## src/rtl/nv_nvdla_cmac_core_cfg_pipe.sv

```systemverilog
// CMAC core configuration unit.
// Detects layer start, shadows precision and conv mode for the layer, drives
// a delayed per-channel winograd SLCG enable bus and tracks layer progress.
module nv_nvdla_cmac_core_cfg_pipe #(
   parameter int unsigned SLCG_NUM = 9,
   parameter int unsigned SLCG_DLY = 2,
   parameter int unsigned LCNT_W   = 8
) (
   input  logic                nvdla_core_clk,
   input  logic                nvdla_core_rstn,
   input  logic                dp2reg_done,
   input  logic                reg2dp_op_en,
   input  logic                reg2dp_conv_mode,
   input  logic [1:0]          reg2dp_proc_precision,
   input  logic [SLCG_NUM-1:0] reg2dp_slcg_wg_mask,
   output logic                cfg_reg_en,
   output logic                cfg_is_int8,
   output logic                cfg_is_int16,
   output logic                cfg_is_fp16,
   output logic                cfg_is_wg,
   output logic                cfg_ready,
   output logic                cfg_prec_err,
   output logic [SLCG_NUM-1:0] slcg_wg_en,
   output logic [LCNT_W-1:0]   layer_cnt
);

   localparam int unsigned CNT_W = 4;
   localparam logic [CNT_W-1:0] CFG_LAST = CNT_W'(SLCG_DLY - 1);

   typedef enum logic [1:0] {
      ST_IDLE = 2'd0,
      ST_CFG  = 2'd1,
      ST_BUSY = 2'd2
   } cfg_state_t;

   cfg_state_t          state;
   cfg_state_t          state_nxt;
   logic                op_en_d1;
   logic                op_done_d1;
   logic [CNT_W-1:0]    cfg_cnt;
   logic [SLCG_NUM-1:0] mask_latched;

   // Edge history of op_en/done and the registered layer-start pulse
   always_ff @(posedge nvdla_core_clk or negedge nvdla_core_rstn) begin
      if (!nvdla_core_rstn) begin
         op_en_d1   <= 1'b0;
         op_done_d1 <= 1'b0;
         cfg_reg_en <= 1'b0;
      end else begin
         op_en_d1   <= reg2dp_op_en;
         op_done_d1 <= dp2reg_done;
         cfg_reg_en <= reg2dp_op_en & (~op_en_d1 | op_done_d1);
      end
   end

   // Shadow config: loaded only in the cycle following the start pulse
   always_ff @(posedge nvdla_core_clk or negedge nvdla_core_rstn) begin
      if (!nvdla_core_rstn) begin
         cfg_is_int8  <= 1'b0;
         cfg_is_int16 <= 1'b1;
         cfg_is_fp16  <= 1'b0;
         cfg_is_wg    <= 1'b0;
         cfg_prec_err <= 1'b0;
         mask_latched <= '0;
      end else begin
         cfg_prec_err <= 1'b0;
         if (cfg_reg_en) begin
            cfg_is_wg    <= reg2dp_conv_mode;
            mask_latched <= reg2dp_slcg_wg_mask;
            case (reg2dp_proc_precision)
               2'd0: begin
                  cfg_is_int8  <= 1'b1;
                  cfg_is_int16 <= 1'b0;
                  cfg_is_fp16  <= 1'b0;
               end
               2'd1: begin
                  cfg_is_int8  <= 1'b0;
                  cfg_is_int16 <= 1'b1;
                  cfg_is_fp16  <= 1'b0;
               end
               2'd2: begin
                  cfg_is_int8  <= 1'b0;
                  cfg_is_int16 <= 1'b0;
                  cfg_is_fp16  <= 1'b1;
               end
               default: begin
                  // reserved precision: flags keep their prior values
                  cfg_prec_err <= 1'b1;
               end
            endcase
         end
      end
   end

   // SLCG pipeline: each stage carries its own enable bit and data word,
   // so the chain length follows SLCG_DLY without variable indexing.
   for (genvar k = 0; k < SLCG_DLY; k++) begin : g_stage
      logic                en;
      logic                en_d;
      logic [SLCG_NUM-1:0] q;
      logic [SLCG_NUM-1:0] d;

      if (k == 0) begin : g_head
         assign en_d = cfg_reg_en;
         assign d    = {SLCG_NUM{cfg_is_wg}} & mask_latched;
      end else begin : g_body
         assign en_d = g_stage[k-1].en;
         assign d    = g_stage[k-1].q;
      end

      // Stage register: enable follows the start pulse, data loads on enable
      always_ff @(posedge nvdla_core_clk or negedge nvdla_core_rstn) begin
         if (!nvdla_core_rstn) begin
            en <= 1'b0;
            q  <= '0;
         end else begin
            en <= en_d;
            if (en) begin
               q <= d;
            end
         end
      end
   end

   assign slcg_wg_en = g_stage[SLCG_DLY-1].q;

   // FSM state register
   always_ff @(posedge nvdla_core_clk or negedge nvdla_core_rstn) begin
      if (!nvdla_core_rstn) begin
         state <= ST_IDLE;
      end else begin
         state <= state_nxt;
      end
   end

   // FSM next state: any start pulse (re)enters CFG; done only ends BUSY
   always_comb begin
      state_nxt = state;
      case (state)
         ST_IDLE: begin
            if (cfg_reg_en) begin
               state_nxt = ST_CFG;
            end
         end
         ST_CFG: begin
            if (cfg_reg_en) begin
               state_nxt = ST_CFG;
            end else if (cfg_cnt == CFG_LAST) begin
               state_nxt = ST_BUSY;
            end
         end
         ST_BUSY: begin
            if (cfg_reg_en) begin
               state_nxt = ST_CFG;
            end else if (dp2reg_done) begin
               state_nxt = ST_IDLE;
            end
         end
         default: state_nxt = ST_IDLE;
      endcase
   end

   // FSM outputs
   always_comb begin
      cfg_ready = (state == ST_BUSY);
   end

   // CFG dwell counter, cleared by every start pulse so a restart runs fully
   always_ff @(posedge nvdla_core_clk or negedge nvdla_core_rstn) begin
      if (!nvdla_core_rstn) begin
         cfg_cnt <= '0;
      end else if (cfg_reg_en) begin
         cfg_cnt <= '0;
      end else if (state == ST_CFG) begin
         cfg_cnt <= cfg_cnt + CNT_W'(1);
      end
   end

   // Completed-layer counter: done counts only in BUSY, even alongside a start
   always_ff @(posedge nvdla_core_clk or negedge nvdla_core_rstn) begin
      if (!nvdla_core_rstn) begin
         layer_cnt <= '0;
      end else if ((state == ST_BUSY) && dp2reg_done) begin
         layer_cnt <= layer_cnt + LCNT_W'(1);
      end
   end

endmodule
```

## config.mk

```make
export PLATFORM = sky130hd
export DESIGN_NAME = nv_nvdla_cmac_core_cfg_pipe
export DESIGN_NICKNAME = d
export VERILOG_FILES = /design/src/rtl/nv_nvdla_cmac_core_cfg_pipe.sv
export SDC_FILE = /design/constraint.sdc
export NUM_CORES = 1
export LEC_CHECK = 0
export CORE_ASPECT_RATIO = 0.7
export CORE_MARGIN = 2
export CORE_UTILIZATION = 55
export CTS_CLUSTER_SIZE = 25
export DETAILED_ROUTE_END_ITERATION = 10
export PLACE_DENSITY = 0.95
export SLEW_MARGIN = 20
export SYNTH_ARGS = -nofsm -noshare
export SYNTH_HDL_FRONTEND = slang
export SYNTH_SLANG_ARGS = --single-unit
```

## constraint.sdc

```tcl
create_clock -name nvdla_core_clk -period 2.65 [get_ports nvdla_core_clk]
set_input_delay 0.3975 -clock nvdla_core_clk [delete_from_list [all_inputs] [get_ports nvdla_core_clk]]
set_output_delay 0.3975 -clock nvdla_core_clk [all_outputs]
set_load 0.1 [all_outputs]
```

==> reports/metrics.yaml, run 1 <==
status: "finished, final reports clean"
p_leak_uw: 0.00125
async_reset_ff_share_pct: 100
start_kind: "flip-flop"
dp_hpwl_microns: 2680
drt-vias-per-instance: 5.24
finalWirelength_microns: 3740
fin_area_sq_um: 2570
drt_pass1_iterations: 4
synth.distinct_cells: 30
grt-ovfl-total: 0
synth_area_per_cell_sq_um: 12.8
grt_max_degree: 52
n_fill_cell: 249
rows: 18
ctsHoldBuffers: 0
die-area_sq_um: 4280
clock-sinks: 51
cts_tree: "yes"
dpl.cell_count: 247
holdCritPathClass: "input port to async pin"
layout.nets: 227
synth_top_area_share_pct: 60.4
endpoint_kind: "output pin"
clk_latency_ns: 0.30
htreeDepth: 2
routedWlPerCell_microns: 14.7
drc: 0
met1Wirelength_microns: 1690
post-cts-setup-buffers: 0
syn_nets: 185
r2r_start: "cfg_reg_en$_DFF_PN0_"
worst_slew_pin_slew_ns: 0.608
port_buffers: 39
finalMaxSlewViolations: 0
required_ns: 2.25
path_class: "flip-flop to output pin"
synthFlopType: "dfrtp_1"
yosysSeqAreaShare_pct: 61.6
routed-wl-met2_microns: 1890
crit_start: "state[1]$_DFFE_PN0P_"
rsz0062_at_grt: "false"
yosys_register_bits: 51
setup_tns_ns: 0
syn2layout_area_growth_pct: 23.8
root_buffer: "clkbuf_8"
grt_pass1_vias: 1338
fp.dieH_microns: 55.4
cts_resized: 0
pre_cts_slack_ns: 0.932
path_clk_slew_ns: 0.09
drv_cap: 0
fin_crit_ns: 1.69
fin_cells: 255
num_io_pins: 40
max_slew_margin_pct: 59.5
syn_inst: 162
grt_pass1_wl_microns: 6230
reg2reg_depth: 3
coreArea_sq_um: 3560
antenna_found_initial: 0
syn-cell-area_sq_um: 2070
drtAntennaViolNets: 0
dpl_cell_area_sq_um: 2450
synthTopCellsByArea: "dfrtp_1, mux2_2, ha_1"
track_usage_pct: 18.9
synth_top_area_cell: "dfrtp_1"
fmax_ghz: 0.590
floorplan.initialDensity_pct: 58.3
fp.dieW_microns: 77.4
clock_path_buffers: 2
ys_warn_count: 0
clock_skew_ns: 0.00768
cp_max_fo: 7
setup_viol: 0
diodes: 0
vdd_drop_max_mv: 0.559
met3RoutedLength_microns: 104
drt_iter0_markers: 89
synth_edf_count: 0
gp_routability_congestion: 0.748
top_layer_used: "met4"
p_per_area_nw_per_um2: 941
hold_slack_ns: 0.189
setup_ws_ns: 0.956
arrival_ns: 1.30
fin_crit_sh_pct: 63.9
cts-buffers-inserted: 5
drive_gt1_share_pct: 29.3
finalHoldViolations: 0
dr_total_vias: 1336
final timing paths:
| kind | end | slack, ns |
|---|---|---|
| worst min register to register | cfg_reg_en$_DFF_PN0_ | 0.47 |
| max in group asynchronous | slcg_wg_en[8]$_DFFE_PN0P_ | 2.05 |
| worst max register to register | cfg_is_int16$_DFFE_PN1P_ | 1.23 |
| worst max-delay path | cfg_ready | 0.96 |
| min in group nvdla_core_clk | cfg_reg_en$_DFF_PN0_ | 0.47 |
| worst min-delay path | mask_latched[2]$_DFFE_PN0P_ | 0.19 |
logic make-up (layout without fill, tap and decap cells):
kind of cell,after synthesis,after routing,synth area share [%]
buf+inv,20,63,3.86
fa+ha+maj,7,7,4.22
flops,51,51,61.6
xor+xnor,9,9,3.80
simple gates,35,35,9.96
compound gates,19,19,5.13
mux,21,21,11.4
state kept, by name (all words and copies together) (netlist names):
signal	cells
cfg_reg_en	1
slcg_wg_en	9
g_stage.en	2
cfg_is_wg	1
layer_cnt	8
state	2
op_done_d1	1
cfg_cnt	4
cfg_is_int16	1
op_en_d1	1
cfg_is_fp16	1
cfg_is_int8	1
mask_latched	9
g_stage.q	9
cfg_prec_err	1
per-stage QoR:
stage	util, %	power (uW)
final	72.1	2420
after global routing	72.1	2510
after CTS	72.1	2430
after detailed placement	68.8	1880
after global placement	68.8	1840
after floorplan	-	1660
area by class of cell:
class	instances	area, sq um	share of cell area [%]
Sequential cell	51	1280	49.8
Multi-Input combinational cell	91	716	27.9
Timing Repair Buffer	41	340	13.3
Clock buffer	6	82.6	3.22
Tap cell	50	62.6	2.44
Inverter	14	52.6	2.05
Clock inverter	2	35.0	1.37
worst max-delay path, stage by stage, from the launching register on:
cell,delay [ns]
dfrtp_1,0.48
nor2b_1,0.20
buf_4,0.31
layer usage:
layer	vias to the layer above	track usage, %
met1	667	24.5
met2	33	32.0
met5	-	0
met3	10	3.43
li1	626	-
met4	0	6.89
cells in the mapped netlist, drive strengths merged, types with 2 or more instances:
| cell type | count |
|---|---|
| o21ai | 12 |
| clkbuf | 2 |
| nor2 | 5 |
| nor3 | 2 |
| nand2b | 2 |
| ha | 7 |
| nand3b | 2 |
| xor2 | 5 |
| mux2 | 21 |
| xnor2 | 4 |
| a21oi | 3 |
| dfrtp | 50 |
| nor2b | 2 |
| buf | 4 |
| inv | 14 |
| nand2 | 2 |
| nand3 | 13 |
power by group:
group          total (uW)  switching (uW)  internal [uW]
clock                 550             244            306
combinational         821             583            238
sequential           1040             134            911
layout by cell type, fill, tap and decap left out, drive strengths merged:
master	instances
a211oi	1
clkdlybuf4s50	14
a21boi	1
nand4	1
or3b	1
nand3	13
mux2	21
nor2b	2
nand3b	2
xnor2	4
nor2	5
and3	1
bufinv	1
dfstp	1
clkinv	1
o21ai	12
xor2	5
nor3	2
and2b	1
dfrtp	50
and2	1
inv	14
ha	7
or3	1
and4b	1
o21a	1
clkbuf	6
nand2	2
o41ai	1
nand2b	2
a21oi	3
buf	27
(Power assumes the default switching activity.)
==> inputs of run 2 (changes only) <==
--- a/config.mk
+++ b/config.mk
@@ -7,10 +7,10 @@
 export LEC_CHECK = 0
 export CORE_ASPECT_RATIO = 0.7
 export CORE_MARGIN = 2
-export CORE_UTILIZATION = 55
+export CORE_UTILIZATION = 51
 export CTS_CLUSTER_SIZE = 25
 export DETAILED_ROUTE_END_ITERATION = 10
-export PLACE_DENSITY = 0.95
+export PLACE_DENSITY = 0.9
 export SLEW_MARGIN = 20
 export SYNTH_ARGS = -nofsm -noshare
 export SYNTH_HDL_FRONTEND = slang
==> constraint.sdc (replaced) <==
create_clock -name nvdla_core_clk -period 1.64 [get_ports nvdla_core_clk]
set_input_delay 0.246 -clock nvdla_core_clk [delete_from_list [all_inputs] [get_ports nvdla_core_clk]]
set_output_delay 0.246 -clock nvdla_core_clk [all_outputs]
set_load 0.1 [all_outputs]
==> run 2 against run 1 <==
Global-route usage is 0.78 points lower. Core utilization is 1.2 points higher. Largest cell class unchanged. Clock power is 36% higher. Register-to-register slack worse by 1.0 ns. Cell area is 12% higher. Worst hold slack better by 0.22 ns.
==> reports/metrics.yaml, run 2 (synthesized netlist as in run 1, its figures left out) <==
grt-ovfl-total: 0  # unchanged
endpoint_kind: "output pin"  # unchanged
dr_total_vias: 1299  # was 1336
status: "finished, final reports clean"  # unchanged
path_class: "flip-flop to output pin"  # unchanged
reg2reg_depth: 5  # was 3
clock-sinks: 51  # unchanged
antenna_found_initial: 0  # unchanged
n_fill_cell: 254  # was 249
root_buffer: "clkbuf_8"  # unchanged
port_buffers: 39  # unchanged
grt_pass1_vias: 1311  # was 1338
dp_hpwl_microns: 2680  # about the same
seqCellArea_sq_um: 1280  # about the same
track_usage_pct: 18.1  # was 18.9%
crit_start: "state[1]$_DFFE_PN0P_"  # unchanged
met2_usage_pct: 27.7  # was 32.0%
gr-usage-met3_pct: 6.96  # was 3.43%
p_leak_uw: 0.00132  # was 0.00125 uW
worst_slew_pin_slew_ns: 0.523  # was 0.608 ns
drv_cap: 0  # unchanged
path_clk_slew_ns: 0.09  # about the same
clock_skew_ns: 0.00675  # was 0.00768 ns
multiInputGateArea_sq_um: 718  # was 716 sq um
finalMaxSlewViolations: 0  # unchanged
hold_slack_ns: 0.412  # was 0.189 ns
required_ns: 1.39  # was 2.25 ns
fp.dieH_microns: 57.3  # was 55.4 microns
drc: 0  # unchanged
rows: 19  # was 18
fmax_ghz: 0.675
routedWlPerCell_microns: 14.1  # was 14.7 microns
post-route-util_pct: 73.4  # was 72.1%
start_kind: "flip-flop"  # unchanged
holdCritPathClass: "input port to async pin"  # unchanged
drt-vias-per-instance: 5.03  # was 5.24
ff2ff_setup_slack_ns: 0.19  # was 1.23 ns
cp_max_fo: 7  # unchanged
finalHoldViolations: 0  # unchanged
r2r_start: "cfg_cnt[1]$_DFFE_PN0P_"  # was cfg_reg_en$_DFF_PN0_
finalWirelength_microns: 3640  # was 3740 microns
clk_latency_ns: 0.30  # about the same
drt_iter0_markers: 94  # was 89
setup_viol: 0  # unchanged
diodes: 0  # unchanged
grt_pass1_wl_microns: 6130  # was 6230 microns
num_io_pins: 40  # unchanged
vdd_drop_max_mv: 1.04  # was 0.559 mV
grt_max_degree: 26  # was 52
drive_gt1_share_pct: 31.6  # was 29.3%
arrival_ns: 1.23  # was 1.30 ns
fin_cells: 258  # was 255
floorplan.initialDensity_pct: 52.9  # was 58.3%
p_per_area_nw_per_um2: 1410  # was 941 nW/um^2
grt.busiest_layer: "met2"  # unchanged
clock_path_buffers: 2  # unchanged
fp.dieW_microns: 80.2  # was 77.4 microns
max_slew_margin_pct: 65.1  # was 59.5%
gp_routability_congestion: 0.762  # was 0.748
drtAntennaViolNets: 0  # unchanged
fin_crit_sh_pct: 90.3
syn2layout_area_growth_pct: 38.8  # was 23.8%
post-cts-setup-buffers: 0  # unchanged
layout_commonest_cell: "dfrtp_1"  # unchanged
cts-buffers-inserted: 5  # unchanged
drt_pass1_iterations: 4  # unchanged
coreArea_sq_um: 3920  # was 3560 sq um
reg2reg_to: "state[0]$_DFFE_PN0P_"  # was cfg_is_int16$_DFFE_PN1P_
fin_crit_ns: 1.48
cts_tree: "yes"  # unchanged
rsz0062_at_grt: "false"  # unchanged
met1_usage_pct: 24.8  # was 24.5%
die-area_sq_um: 4600  # was 4280 sq um
layout.nets: 228  # was 227
dpl.cell_count: 249  # was 247
final_cell_mix: "dfrtp_1, buf_12, mux2_2, inv_1, clkdlybuf4s50_1"  # was dfrtp_1, buf_4, mux2_2, inv_1, clkdlybuf4s50_1
htreeDepth: 2  # unchanged
==> run 2: changes by cell type in the layout (fill, tap and decap cells not counted) <==
cell / before / now
dfrtp_2: 0 / 5
clkbuf_1: 0 / 1
buf_4: 26 / 1
buf_12: 0 / 25
nor2b_2: 0 / 1
clkinv_4: 0 / 1
dfrtp_1: 50 / 45
nor2b_1: 2 / 1
dlygate4sd3_1: 0 / 1
bufinv_16: 1 / 0
clkinv_2: 1 / 0
==> run 2: what timing repair did <==
action,4_1_cts,5_1_grt
hold endpoints to repair,15,0
resized for setup,0,0
hold buffers,1,0
==> run 2: critical path, stage by stage (launching register included) <==
cell	delay, ns
dfrtp_1	0.48
nor2b_2	0.26
buf_12	0.19
==> run 2: how the worst max path moves through the flow <==
stage | to
after floorplan | state[1]$_DFFE_PN0P_
after CTS | cfg_ready
final | cfg_ready
after detailed placement | cfg_is_int16$_DFFE_PN1P_
after global placement | cfg_is_fp16$_DFFE_PN0P_
after global routing | cfg_ready
==> run 2: metrics by stage <==
stage | area, sq um | worst slack (ns) | setup TNS, ns | total power [uW]
6_report | 2880 | 0.159 | 0 | 4050
5_1_grt | 2880 | 0.0889 | 0 | 4240
4_1_cts | 2880 | 0.138 | 0 | 4080
3_5_place_dp | 2770 | 0.0444 | 0 | 3340
3_3_place_gp | 2770 | 0.141 | 0 | 3290
2_1_floorplan | 2080 | -0.0428 | -0.0428 | 2700
==> run 2: cell type report <==
type | instances | area share [%]
clock buffers | 7 | 3.00
clock inverters | 1 | 0.304
inverters | 14 | 1.83
multi-input cells | 91 | 25.0
flip-flops and latches | 51 | 44.6
well taps | 52 | 2.26
repair buffers | 42 | 23.0
==> run 2: metal layers <==
| layer | vias to the layer above | part of all wire, % |
|---|---|---|
| li1 | 627 | - |
| met1 | 654 | 48 |
| met2 | 16 | 49 |
| met3 | 2 | 2.8 |
| met4 | 0 | 0.58 |
| met5 | - | 0 |
==> run 2: power breakdown <==
group          internal, uW  total, uW  leakage (uW)  switching, uW
sequential             1480       1740      0.000642            260
combinational           629       1560      0.000631            933
clock                   346        747     0.0000484            401
total                  2450       4050       0.00132           1590
